[src/rtl/max1112x_responder.sv]
// SPI responder standing in for a MAX1112x ADC: oversamples the SPI pins, captures
// 16-bit command frames and returns pipelined 16-bit results built from ch_data.
module max1112x_responder #(
  parameter int C_channels = 4,
  parameter int C_chan_id  = 1,
  parameter int C_sync     = 2
) (
  input  logic                     clk,
  input  logic                     rst_n,
  input  logic                     spi_csn,
  input  logic                     spi_clk,
  input  logic                     spi_mosi,
  output logic                     spi_miso,
  input  logic [C_channels*12-1:0] ch_data,
  output logic [15:0]              cmd,
  output logic                     cmd_dv,
  output logic [15:0]              frame_cnt,
  output logic [7:0]               abort_cnt
);

  typedef enum logic [2:0] {IDLE, LOAD, SHIFT, DONE, ABORT} state_t;

  state_t            state;
  logic [C_sync-1:0] csn_sync, sclk_sync, mosi_sync;
  logic              csn_q, sclk_q, csn_pend;
  logic [15:0]       shift_in, shift_out, tx;
  logic [4:0]        bitcnt;
  logic [11:0]       sample;
  logic [3:0]        ch, id;

  wire csn_s     = csn_sync[C_sync-1];
  wire sclk_s    = sclk_sync[C_sync-1];
  wire mosi_s    = mosi_sync[C_sync-1];
  wire csn_fall  = csn_q & ~csn_s;
  wire csn_rise  = ~csn_q & csn_s;
  wire sclk_rise = ~sclk_q & sclk_s;
  wire sclk_fall = sclk_q & ~sclk_s;
  wire adc_conv  = ~shift_in[15] && (shift_in[14:11] != 4'h0);

  assign ch = shift_in[10:7];
  assign id = (C_chan_id != 0) ? ch : 4'h0;

  // Channel select; unpopulated channels read as zero.
  // NOTE: every always_comb output gets a default first so no latch is inferred.
  always_comb begin
    sample = 12'h000;
    for (int i = 0; i < C_channels; i++)
      if (ch == 4'(i)) sample = ch_data[i*12 +: 12];
  end

  // NOTE: all state uses non-blocking assignments so every flop samples pre-edge values.
  always_ff @(posedge clk or negedge rst_n) begin
    if (!rst_n) begin
      csn_sync  <= '1;
      sclk_sync <= '0;
      mosi_sync <= '0;
      csn_q     <= 1'b1;
      sclk_q    <= 1'b0;
      csn_pend  <= 1'b0;
      state     <= IDLE;
      spi_miso  <= 1'b0;
      shift_in  <= 16'h0000;
      shift_out <= 16'h0000;
      tx        <= 16'h0000;
      bitcnt    <= 5'd0;
      cmd       <= 16'h0000;
      cmd_dv    <= 1'b0;
      frame_cnt <= 16'h0000;
      abort_cnt <= 8'h00;
    end else begin
      csn_sync  <= {csn_sync[C_sync-2:0], spi_csn};
      sclk_sync <= {sclk_sync[C_sync-2:0], spi_clk};
      mosi_sync <= {mosi_sync[C_sync-2:0], spi_mosi};
      csn_q     <= csn_s;
      sclk_q    <= sclk_s;
      cmd_dv    <= 1'b0;

      case (state)
        IDLE: begin
          spi_miso <= 1'b0;
          csn_pend <= 1'b0;
          if (csn_fall || csn_pend) state <= LOAD;
        end
        LOAD: begin
          shift_out <= tx;
          bitcnt    <= 5'd0;
          spi_miso  <= csn_rise ? 1'b0 : tx[15];
          state     <= csn_rise ? ABORT : SHIFT;
        end
        SHIFT: begin
          if (csn_rise) begin
            spi_miso <= 1'b0;
            state    <= (bitcnt == 5'd16) ? DONE : ABORT;
          end else if (sclk_rise) begin
            shift_in <= {shift_in[14:0], mosi_s};
            if (bitcnt != 5'd16) bitcnt <= bitcnt + 5'd1;
          end else if (sclk_fall) begin
            shift_out <= {shift_out[14:0], 1'b0};
            spi_miso  <= (bitcnt == 5'd16) ? 1'b0 : shift_out[14];
          end
        end
        DONE: begin
          cmd       <= shift_in;
          cmd_dv    <= 1'b1;
          frame_cnt <= frame_cnt + 16'd1;
          if (adc_conv) tx <= {id, sample};
          if (csn_fall) csn_pend <= 1'b1;
          state     <= IDLE;
        end
        ABORT: begin
          if (abort_cnt != 8'hFF) abort_cnt <= abort_cnt + 8'd1;
          if (csn_fall) csn_pend <= 1'b1;
          state <= IDLE;
        end
        default: state <= IDLE;
      endcase
    end
  end

endmodule
[config.mk]
export PLATFORM = sky130hd
export DESIGN_NAME = max1112x_responder
export DESIGN_NICKNAME = d
export VERILOG_FILES = /design/src/rtl/max1112x_responder.sv
export SDC_FILE = /design/constraint.sdc
export NUM_CORES = 1
export LEC_CHECK = 0
export ABC_AREA = 1
export BUFFER_PORTS_ARGS = -buffer_cell sky130_fd_sc_hd__buf_2
export CORE_ASPECT_RATIO = 1.2
export CORE_MARGIN = 1.5
export CORE_UTILIZATION = 35
export CTS_BUF_LIST = sky130_fd_sc_hd__clkbuf_4 sky130_fd_sc_hd__clkbuf_8
export DETAILED_ROUTE_END_ITERATION = 8
export PLACE_DENSITY_LB_ADDON = 0.15
export SKIP_CTS_REPAIR_TIMING = 1
export SLEW_MARGIN = 20
export SYNTH_ARGS = -nofsm -noshare
export SYNTH_HDL_FRONTEND = slang
export SYNTH_SLANG_ARGS = --single-unit
[constraint.sdc]
create_clock -name clk -period 1.65 [get_ports clk]
set_input_delay 0.2475 -clock clk [delete_from_list [all_inputs] [get_ports clk]]
set_output_delay 0.2475 -clock clk [all_outputs]
set_load 0.005 [all_outputs]
==> qor.csv <==
metric,value,unit
root buffer cell,clkbuf_8,
core footprint,13940,um^2
PwrDens,1071,nW/um^2
GR Overflow Total,0,
maxcap violations,0,
Worst-Skew Late Latency,380,ps
die area,15110,um^2
yosys warns,0,
drt initial violations,207,
LEAKAGE,2.951,nW
Final Cycle Share,90.27,%
setup TNS,0,ps
Worst Max-Slew Pin Slew,561.8,ps
synthesized cell area,5032,um^2
crit path DAT,1760,ps
multi-input logic area,2049,um^2
fmax,671.4,MHz
CTS sink cnt,106,
status,finished with violations,
RSZ-0062 raised after global routing,no,
failing checks,design-rule violations,
first-pass GRT wire length,18.14,mm
deepest clock path buffer count,2,
final setup fails,0,
Final nets,751,
Pre-Repair DR Iteration Count,7,
Worst Setup Path Type,register to register,
Die Wd,112.5,um
CTS tree,yes,
reg2reg path depth,8,
via/cell ratio,4.774,
overall routing resource usage,14.67,%
Final ANT Viol Nets,0,
Hold Crit Start,ch_data[16],
"most common cell after layout, fill and taps aside",nand2_1,
FF/Latch Area,2659,um^2
register area share after synthesis,52.78,%
hold path cells,5,
Hold/Removal Path Class,input port to register,
Post-DP HPWL,7.681,mm
max-slew violations,0,
H-Tree Depth,3,
number of synthesized register bits,106,
Rows,47,
"Max FO, Critical Path",26,
syn nets,655,
RR Startpoint,state[0],
Clock Skew,13.11,ps
"setup slack, reg-to-reg",160,ps
CP startpoint kind,register,
"Primary FF master, synth",dfrtp_1,
IO Port Bufs,94,
most frequent cells in the layout,"nand2_1 (142), dfrtp_1 (101), buf_2 (93), nand3_1 (92), inv_1 (56)",
cells after synthesis,598,
worst rel slew slack,62.55,%
min cycle time layout,1489,ps
WHS Endpoint,tx[4],
# fillers,1380,
worst hold margin,247.3,ps
largest net degree at the start of global routing,107,
DR WL/cell,12.13,um
vias in the first global route,4032,
Worst setup EP type,register,
height of the die,134.4,um
drt drc,4,
Final GP Congestion,0.7687,
share of post-route cells with drive strength above 1,21.75,%
RR Endpoint,shift_out[10],
number of CTS-inserted buffers,9,
Post-synth EDFFs,0,
Post-Route WL,10.56,mm
Cell variety after synth,30,
ant diodes,0,
"Hold Vio Cnt, Final",0,
syn_area_per_cell,8.415,um^2
peak supply drop,0.0004043,V
Layout area overhead,19.00,%
Initial Util,36.11,%
"FFs w/ async S/R, synth",100.0,%
Layout Cells excl Fill,870,
initial antenna violation count,0,
Placed Instances,850,
vias post-DR,4153,
# IOs,95,
CP required,1920,ps
fin util,42.97,%
"Reg clk slew, reported paths",110,ps
==> final cells by class <==
type / count / share of cell area [%]
clock buffers: 9 / 2.069
multi-input cells: 407 / 34.22
repair buffers: 109 / 10.84
flip-flops and latches: 106 / 44.40
inverters: 61 / 3.824
clock inverters: 7 / 1.066
well taps: 171 / 3.573
==> logic make-up (layout without fill, tap and decap cells) <==
kind of cell	after synthesis	count (layout)	synth area share [%]
buffers and inverters	85	186	7.185
adder cells (fa/ha/maj)	4	4	0.9946
AO/OA/AOI/OAI	82	82	8.752
XOR/XNOR	18	18	3.133
AND/OR/NAND/NOR	302	302	26.95
multiplexers	1	1	0.1989
flip-flops	106	106	52.78
==> layer usage <==
layer  share of wire (%)  vias to the layer above  wire [um]  GRT usage, %
met3                 4.2                       16        440         1.762
met1                  47                     1914       4912         18.26
met5                   0                        -          0             0
met2                  46                       94       4905         25.02
met4                 2.8                        0        298         7.806
li1                    -                     2129          -             -
==> cell usage after synthesis (all sizes together), types with 6 or more instances <==
| master | n | share of area, % |
|---|---|---|
| xnor2 | 7 | 1.2 |
| nand3 | 95 | 9.9 |
| o21ai | 53 | 5.3 |
| a21oi | 17 | 1.7 |
| nand4 | 9 | 1.1 |
| buf | 14 | 1.9 |
| clkbuf | 10 | 0.77 |
| xor2 | 11 | 1.9 |
| nor2 | 43 | 3.9 |
| inv | 61 | 4.5 |
| o21a | 11 | 1.6 |
| nor3 | 6 | 0.60 |
| dfrtp | 103 | 51 |
| nand2 | 148 | 11 |
==> state kept, by name, summed over array words and instances (netlist names), 2 cells and up <==
name,cells
sclk_sync,2
csn_sync,2
state,3
frame_cnt,16
cmd,16
shift_out,15
tx,16
mosi_sync,2
shift_in,16
bitcnt,5
abort_cnt,8
==> worst max-delay path by stage <==
stage	endpoint	cells after the start	startpoint
2_1_floorplan	abort_cnt[3]	6	abort_cnt[1]
3_3_place_gp	abort_cnt[3]	6	abort_cnt[1]
3_5_place_dp	abort_cnt[4]	6	abort_cnt[1]
4_1_cts	abort_cnt[4]	6	abort_cnt[1]
5_1_grt	shift_out[11]	8	state[2]
6_report	shift_out[10]	8	state[0]
==> stage by stage <==
stage                     power [mW]  setup WS (ps)  cell area (um^2)
final                          6.415          160.5              5988
after global routing           6.865          23.16              5988
after CTS                      6.458         -11.10              5909
after detailed placement       4.901          5.897              5722
after global placement         4.860          35.45              5722
after floorplan                4.422          241.3              5032
==> report_power, final <==
part	switching [mW]	internal, mW
clock network	0.960	0.574
registers	0.272	2.99
logic	0.969	0.650
total	2.20	4.21
==> critical path, stage by stage (launching register included) <==
cell,delay [ps]
dfrtp_1,430
inv_2,130
nand3_4,130
inv_2,150
nand2_1,140
nand2_4,130
nand2_8,120
nand2_1,90
o21ai_1,60
No activity file was read; power rests on OpenSTA's default activity.
